## config.mk

```make
export PLATFORM = sky130hd
export DESIGN_NAME = branch_cond_unit
export DESIGN_NICKNAME = d
export VERILOG_FILES = /design/src/rtl/branch_cond_unit.sv
export SDC_FILE = /design/constraint.sdc
export NUM_CORES = 1
export LEC_CHECK = 0
export BUFFER_PORTS_ARGS = -buffer_cell sky130_fd_sc_hd__clkbuf_2
export CAP_MARGIN = 25
export CORE_MARGIN = 1.5
export CORE_UTILIZATION = 25
export CTS_BUF_LIST = sky130_fd_sc_hd__clkbuf_4 sky130_fd_sc_hd__clkbuf_8
export DETAILED_ROUTE_END_ITERATION = 16
export HOLD_SLACK_MARGIN = 0.06
export PLACE_DENSITY = 0.6
export SYNTH_ARGS = -nofsm -noshare
export SYNTH_HDL_FRONTEND = slang
export SYNTH_SLANG_ARGS = --single-unit
```

## constraint.sdc

```tcl
create_clock -name clk -period 2.4 [get_ports clk]
set_input_delay 0.12 -clock clk [delete_from_list [all_inputs] [get_ports clk]]
set_output_delay 0.12 -clock clk [all_outputs]
set_load 0.02 [all_outputs]
```

## src/rtl/branch_cond_unit.sv

```systemverilog
// Registered branch-condition resolver: compares rs1/rs2, selects a condition by funct3,
// returns it through a valid/ready output register and keeps saturating statistics.
module branch_cond_unit #(
    parameter int unsigned XLEN     = 32,
    parameter int unsigned CNT_W    = 16,
    parameter int unsigned ENC_MODE = 1
) (
    input  logic             clk,
    input  logic             reset_n,
    input  logic             in_valid,
    output logic             in_ready,
    input  logic [XLEN-1:0]  rs1,
    input  logic [XLEN-1:0]  rs2,
    input  logic [2:0]       funct3,
    output logic             out_valid,
    input  logic             out_ready,
    output logic             taken,
    output logic             illegal,
    input  logic             cnt_clr,
    output logic [CNT_W-1:0] branch_count,
    output logic [CNT_W-1:0] taken_count
);

    typedef enum logic [2:0] {
        OP_BEQ,
        OP_BNE,
        OP_BLT,
        OP_BGE,
        OP_BLTU,
        OP_BGEU,
        OP_ILL
    } op_e;

    localparam logic [CNT_W-1:0] CNT_MAX = '1;

    op_e  op;
    logic eq;
    logic lt;
    logic ltu;
    logic cond;
    logic accept;

    assign eq       = (rs1 == rs2);
    assign lt       = ($signed(rs1) < $signed(rs2));
    assign ltu      = (rs1 < rs2);
    assign in_ready = !out_valid || out_ready;
    assign accept   = in_valid && in_ready;

    always_comb begin
        op = OP_ILL;
        if (ENC_MODE == 0) begin
            case (funct3)
                3'd0:    op = OP_BEQ;
                3'd1:    op = OP_BNE;
                3'd2:    op = OP_BLT;
                3'd3:    op = OP_BGE;
                3'd4:    op = OP_BLTU;
                3'd5:    op = OP_BGEU;
                default: op = OP_ILL;
            endcase
        end else begin
            case (funct3)
                3'b000:  op = OP_BEQ;
                3'b001:  op = OP_BNE;
                3'b100:  op = OP_BLT;
                3'b101:  op = OP_BGE;
                3'b110:  op = OP_BLTU;
                3'b111:  op = OP_BGEU;
                default: op = OP_ILL;
            endcase
        end
    end

    always_comb begin
        cond = 1'b0;
        case (op)
            OP_BEQ:  cond = eq;
            OP_BNE:  cond = !eq;
            OP_BLT:  cond = lt;
            OP_BGE:  cond = !lt;
            OP_BLTU: cond = ltu;
            OP_BGEU: cond = !ltu;
            default: cond = 1'b0;
        endcase
    end

    // taken/illegal only load on accept so they keep their value after a drain
    always_ff @(posedge clk or negedge reset_n) begin
        if (!reset_n) begin
            out_valid <= 1'b0;
            taken     <= 1'b0;
            illegal   <= 1'b0;
        end else if (accept) begin
            out_valid <= 1'b1;
            taken     <= cond;
            illegal   <= (op == OP_ILL);
        end else if (out_ready) begin
            out_valid <= 1'b0;
        end
    end

    always_ff @(posedge clk or negedge reset_n) begin
        if (!reset_n) begin
            branch_count <= '0;
            taken_count  <= '0;
        end else if (cnt_clr) begin
            branch_count <= '0;
            taken_count  <= '0;
        end else if (accept && (op != OP_ILL)) begin
            if (branch_count != CNT_MAX) begin
                branch_count <= branch_count + CNT_W'(1);
            end
            if (cond && (taken_count != CNT_MAX)) begin
                taken_count <= taken_count + CNT_W'(1);
            end
        end
    end

endmodule

```

# == After elaboration in Yosys (flattened, before gate mapping) ==
# Index checks and enable logic that the tools add are counted.
# Widths: inputs -> output; s select.
# totals
out_inout_bits,36
in_bits,72
register_bits,35
word_cells,50
# op_classes
n_addsub,2
reduce_logical,16
eq_ne,15
muxes,10
magnitude_cmp,2
# op_table
cell,count
$mux 16,6
$lt 32x32->1,2
$add 16x1->16 const B,2
$eq 32x32->1,1
$ne 16x16->1 const B,2
$eq 3x3->1 const B,7
$pmux 3 s6,1
$reduce_bool 2->1,4
$eq 3x1->1 const B,2
$eq 3x2->1 const B,2
$logic_not 3->1,2
$pmux 1 s6,1
$logic_not 1->1,4
$reduce_and 2->1,2
$logic_and 1x1->1,3
$ne 3x3->1 const B,1
$mux 1,2
$logic_or 1x1->1,1

# == Depth between registers and ports, before layout ==
# logic_depth
ltp_word,8
depth_mapped,11
depth_no_buf,10

# == Worst setup path before layout ==
# No wires, ideal clock.
# synth_timing
path_type,in2reg
start,input rs2[14]
end,register taken_count[10]
setup_slack_ps,-184
n_path_buf,0
required_ps,2275
stages,10
setup_time_ps,125
t_arrival_ps,2459
path_cell_list,inv_1 > ha_1 > a21oi_2 > nand2_1 > a221o_1 > o31a_1 > o41ai_4 > nor2_4 > nor4_1 > mux2_2
# synth_between
elab_chain_cells,6
word_cells_on_any_way,10
cone_classes,2 x order compare; 1 x eq/ne; 1 x mux; 6 x reduce/logical
# synth_rtl
item,line,rtl
from (decl),13,"input logic [XLEN-1:0] rs2,"
$lt 32x32->1 (tied with other cells),45,assign ltu = (rs1 < rs2);
"$logic_not 1->1, on equally long branches","82, 78, 80",
$pmux 1 s6 *,76,case (op)
$logic_and 1x1->1 *,113,if (cond && (taken_count != CNT_MAX)) begin
$reduce_bool 2->1 (no line) *,--,
$reduce_and 2->1 (no line) *,--,
to (signal assigned),114,taken_count <= taken_count + CNT_W'(1);
to (decl),21,output logic [CNT_W-1:0] taken_count
# Mark *: on every way between the ends. The rest lies on a longest branch, timed or not.
# A chain may end at the register's enable or synchronous reset.

# == Final worst setup path ==
# layout_timing
start,register taken_count[0]
end,register taken_count[13]
# layout_between
elab_chain_cells,4
word_cells_on_any_way,8
cone_classes,1 x add/sub; 1 x eq/ne; 3 x mux; 3 x reduce/logical
# layout_rtl
item,line
$add 16x1->16 / $ne 16x16->1 (equally long branches),"114, 113"
$mux 16 / $logic_and 1x1->1 (equally long branches),113
$mux 16 / $reduce_bool 2->1 (equally long branches),--
$mux 16 / $reduce_and 2->1 (equally long branches),--
# Several ways; a longest one is shown, not always the timed one. The select of a mux whose other input is x is not followed.

==> run_results.csv <==
group,metric,value,unit
setup_path,worstPathBufferInverterCount,1,
setup_path,timing.critical_path.required,2.61,ns
cells_and_area,fill_cells,1066,
setup_path,setup.worst_path.end_class,"flip-flop",
detailed_routing,drt-vias-per-instance,4.73,
clocking,cts-buffers-inserted,5,
logic_synthesis,post_synth_instance_area,2700,um^2
cells_and_area,ratio_of_cells_with_drive_above_1_in_the_final_layout,0.480,
clocking,cts.root.buffer_cell,"sky130_fd_sc_hd__clkbuf_8",
clocking,clock_sink_count,35,
logic_synthesis,postSynth.topFlopCell,"sky130_fd_sc_hd__dfrtp_1",
power_and_ir_drop,vdd.ir_drop.worst,0.168,mV
floorplan,horiz_die_dim,107,um
setup_path,crit_path_start,"taken_count[0]",
sta,whs,0.125,ns
setup_path,r2r-start,"taken_count[0]",
setup_path,cp_top_family,"simple AND/OR/NAND/NOR gates",
setup_path,worstPathCellList,"ha_4 -> nand3_4 -> nor4_4 -> or2_4 -> o41ai_4 -> nor2_4 -> buf_6 -> or4_4 -> a21oi_2",
setup_path,r2r_slack,-0.005,ns
logic_synthesis,synth_edf_count,0,
power_and_ir_drop,power_per_cell_area,332,nW/um^2
detailed_routing,drt-pass1-iter-count,4,
power_and_ir_drop,comb_power_share,0.258,
clocking,clk_pin_slew_worst_paths,0.08,ns
detailed_routing,detail_route.iter0.violations,76,
setup_path,path_max_fanout,7,
setup_path,timing.critical_path.slowest_cell_delay,0.47,ns
logic_synthesis,synth_cells,311,
sta,grt_setup_unrepaired,"yes",
setup_path,timing_worst_setup_path_type,"reg -> reg",
sta,final-max-slew-violation-count,0,
sta,timing_worst_slew_pin_value,0.890,ns
power_and_ir_drop,power.switching,400,uW
detailed_routing,route.vias.total,2900,
cells_and_area,diodes,0,
floorplan,core,10400,um^2
floorplan,floorplan.initialDensity,0.259,
run_status,status,"finished, violations left",
setup_path,critPathCapture,"taken_count[13]",
detailed_routing,wire_per_inst,13.0,um
sta,timing.slew.headroom,0.407,
min_path,min-delay-path-class,"in -> reg",
detailed_routing,antenna_violating_nets_post_route,0,
global_routing,global_route_wire_length_before_repair,12.8,mm
place,post-dp-hpwl,5.95,mm
clocking,cts-root-to-sink-buffers,2,
cells_and_area,most-common-layout-cells,"sky130_fd_sc_hd__clkbuf_2, sky130_fd_sc_hd__buf_4, sky130_fd_sc_hd__nor2_1",
cells_and_area,syn2layout_area_growth,59.0,%
clocking,clock_tree.htree_level_count,2,
power_and_ir_drop,netSwitchingFraction,0.281,
power_and_ir_drop,internal_power,1.02,mW
logic_synthesis,postSynth.asyncResetShare,1.00,
logic_synthesis,synthDistinctLibCells,45,
setup_path,cp_depth,9,
global_routing,global_route.usage.total,0.136,
sta,clock_skew,0.0125,ns
clocking,clk-insertion-delay-late,0.28,ns
run_status,violations,"negative setup slack",
place,total_placed_instance_area,3740,um^2
cells_and_area,finish.net_count,583,
sta,maxClockFrequency,416,MHz
global_routing,largest_net_degree_at_the_start_of_global_routing,36,
global_routing,antenna_found_initial,0,
cells_and_area,most_common_library_cell_in_the_layout_ignoring_fill_and_taps,"sky130_fd_sc_hd__clkbuf_2",
power_and_ir_drop,cellLeakagePower,2.12,nW
detailed_routing,remaining_drc_errors,0,
sta,post-route-period-util,1.00,
power_and_ir_drop,power_frac_seq,0.427,
logic_synthesis,synth_seq_cells,35,
setup_path,crit_path_start_kind,"flip-flop",
setup_path,worstReg2RegEnd,"taken_count[13]",
power_and_ir_drop,clock_network_fraction_of_design_power,0.316,
floorplan,die_area,11400,um^2
floorplan,io-pin-count,108,
detailed_routing,drt-total-wl,7.95,mm
setup_path,r2r_cells,9,
job,timing.max_cap.violations,0,
sta,postLayoutSetupSlackWorst,-0.00518,ns
setup_path,worst_path_max_delay_cell,"sky130_fd_sc_hd__or4_4",
setup_path,worst_ep_arrival_time,2.61,ns
place,gp_congestion,0.806,
global_routing,grt.overflow.total,0,
floorplan,rows,37,
cells_and_area,sequential_cell_area,885,um^2
logic_synthesis,synth_sequential_area_ratio,0.325,
logic_synthesis,post_synth.cell_area_avg,8.67,um^2
cells_and_area,final_design_area_no_fill,4290,um^2
place,placement.setup.worst_slack,-0.381,ns
logic_synthesis,synth_nets,418,
sta,hold_violations,0,
floorplan,die_height,107,um
sta,fin_crit,2.41,ns
place,numPortBuffers,107,
clocking,cts_tree,"built",
global_routing,grt_pass1_vias,2957,
logic_synthesis,ys_warns,0,
cells_and_area,area_of_combinational_cells_with_multiple_inputs,2010,um^2
sta,final-setup-viol-count,1,
## cell families (layout without fill, tap and decap cells)
group | Yosys count | in the layout | synth area share
flip-flops | 35 | 35 | 0.325
multiplexers | 6 | 6 | 0.0241
adder cells (fa/ha/maj) | 35 | 35 | 0.162
XOR/XNOR | 21 | 21 | 0.0682
buffers and inverters | 40 | 205 | 0.0589
AO/OA/AOI/OAI | 56 | 56 | 0.141
AND/OR/NAND/NOR | 118 | 119 | 0.220
## power by group through the flow
stage	Combinational [mW]	Sequential (mW)	Clock [mW]
after floorplan	0.148	0.628	0
after global routing	0.415	0.608	0.501
final	0.367	0.607	0.449
after global placement	0.299	0.618	0
after detailed placement	0.309	0.617	0
after CTS	0.328	0.606	0.465
## synth_stat cells (3+ instances only)
master                      n  area share
sky130_fd_sc_hd__or4_1      5       0.014
sky130_fd_sc_hd__nand2_1   23       0.032
sky130_fd_sc_hd__o21ai_0    7       0.013
sky130_fd_sc_hd__nor4_1     7       0.016
sky130_fd_sc_hd__o211ai_1   4       0.011
sky130_fd_sc_hd__nor2_1    35       0.049
sky130_fd_sc_hd__a21oi_1   22       0.041
sky130_fd_sc_hd__nor2b_1    8       0.019
sky130_fd_sc_hd__nand3_1   12       0.022
sky130_fd_sc_hd__dfrtp_1   35        0.32
sky130_fd_sc_hd__mux2_2     4       0.017
sky130_fd_sc_hd__nand4_1   13       0.030
sky130_fd_sc_hd__clkbuf_1   5      0.0070
sky130_fd_sc_hd__o31ai_1    5       0.014
sky130_fd_sc_hd__xor2_1    14       0.045
sky130_fd_sc_hd__xnor2_1    7       0.023
sky130_fd_sc_hd__nand2b_1   3      0.0070
sky130_fd_sc_hd__ha_1      35        0.16
sky130_fd_sc_hd__inv_1     33       0.046
## per-layer routing
layer | vias up | wire length, um | global-route usage
li1 | 1437 | - | -
met1 | 1408 | 3570 | 0.169
met2 | 51 | 4100 | 0.243
met3 | 4 | 225 | 0.0237
met4 | 0 | 56 | 0.0352
met5 | - | 0 | 0
## registers in the layout, summed over array words and instances (netlist names)
register / flops
branch_count: 16
out_valid: 1
illegal: 1
taken: 1
taken_count: 16
## per-stage QoR
step / utilization / cells / total power [mW] / setup TNS (ns)
after global placement: 0.359 / 591 / 0.917 / -3.33
after CTS: 0.383 / 607 / 1.40 / -0.426
after global routing: 0.412 / 613 / 1.52 / -0.675
after floorplan: - / 311 / 0.776 / -0.0338
final: 0.412 / 613 / 1.42 / -0.00518
after detailed placement: 0.359 / 591 / 0.926 / -3.31
## worst reg2reg max path, cell delays in order (launching register included)
cell and delay (ns):
sky130_fd_sc_hd__dfrtp_2 0.43, sky130_fd_sc_hd__ha_4 0.18, sky130_fd_sc_hd__nand3_4 0.08, sky130_fd_sc_hd__nor4_4 0.06, sky130_fd_sc_hd__or2_4 0.25, sky130_fd_sc_hd__o41ai_4 0.45, sky130_fd_sc_hd__nor2_4 0.12, sky130_fd_sc_hd__buf_6 0.14
sky130_fd_sc_hd__or4_4 0.47, sky130_fd_sc_hd__a21oi_2 0.14
## cell type report
class	count	share of cell area
multi-input cells	237	0.468
repair buffers	164	0.235
flip-flops and latches	35	0.206
well taps	136	0.0397
inverters	33	0.0289
clock buffers	7	0.0210
clock inverters	1	0.00117
## timing repair
item	4_1_cts	5_1_grt
pin swaps	13	19
buffers inserted	7	6
hold buffers	1	0
hold endpoints to repair	35	0
setup endpoints to repair	9	16
resized for setup	17	40
gates cloned	1	0
## how the worst min path moves through the flow
stage | start | end | slack (ns) | cells after the start
floorplan | reset_n | branch_count[0] | -0.18 | 0
global placement | reset_n | taken_count[6] | 0.30 | 1
detailed placement | reset_n | taken_count[6] | 0.29 | 1
CTS | in_valid | illegal | 0.1 | 2
global route | in_valid | taken | 0.13 | 2
finish | in_valid | illegal | 0.13 | 2
(Power assumes the default switching activity.)
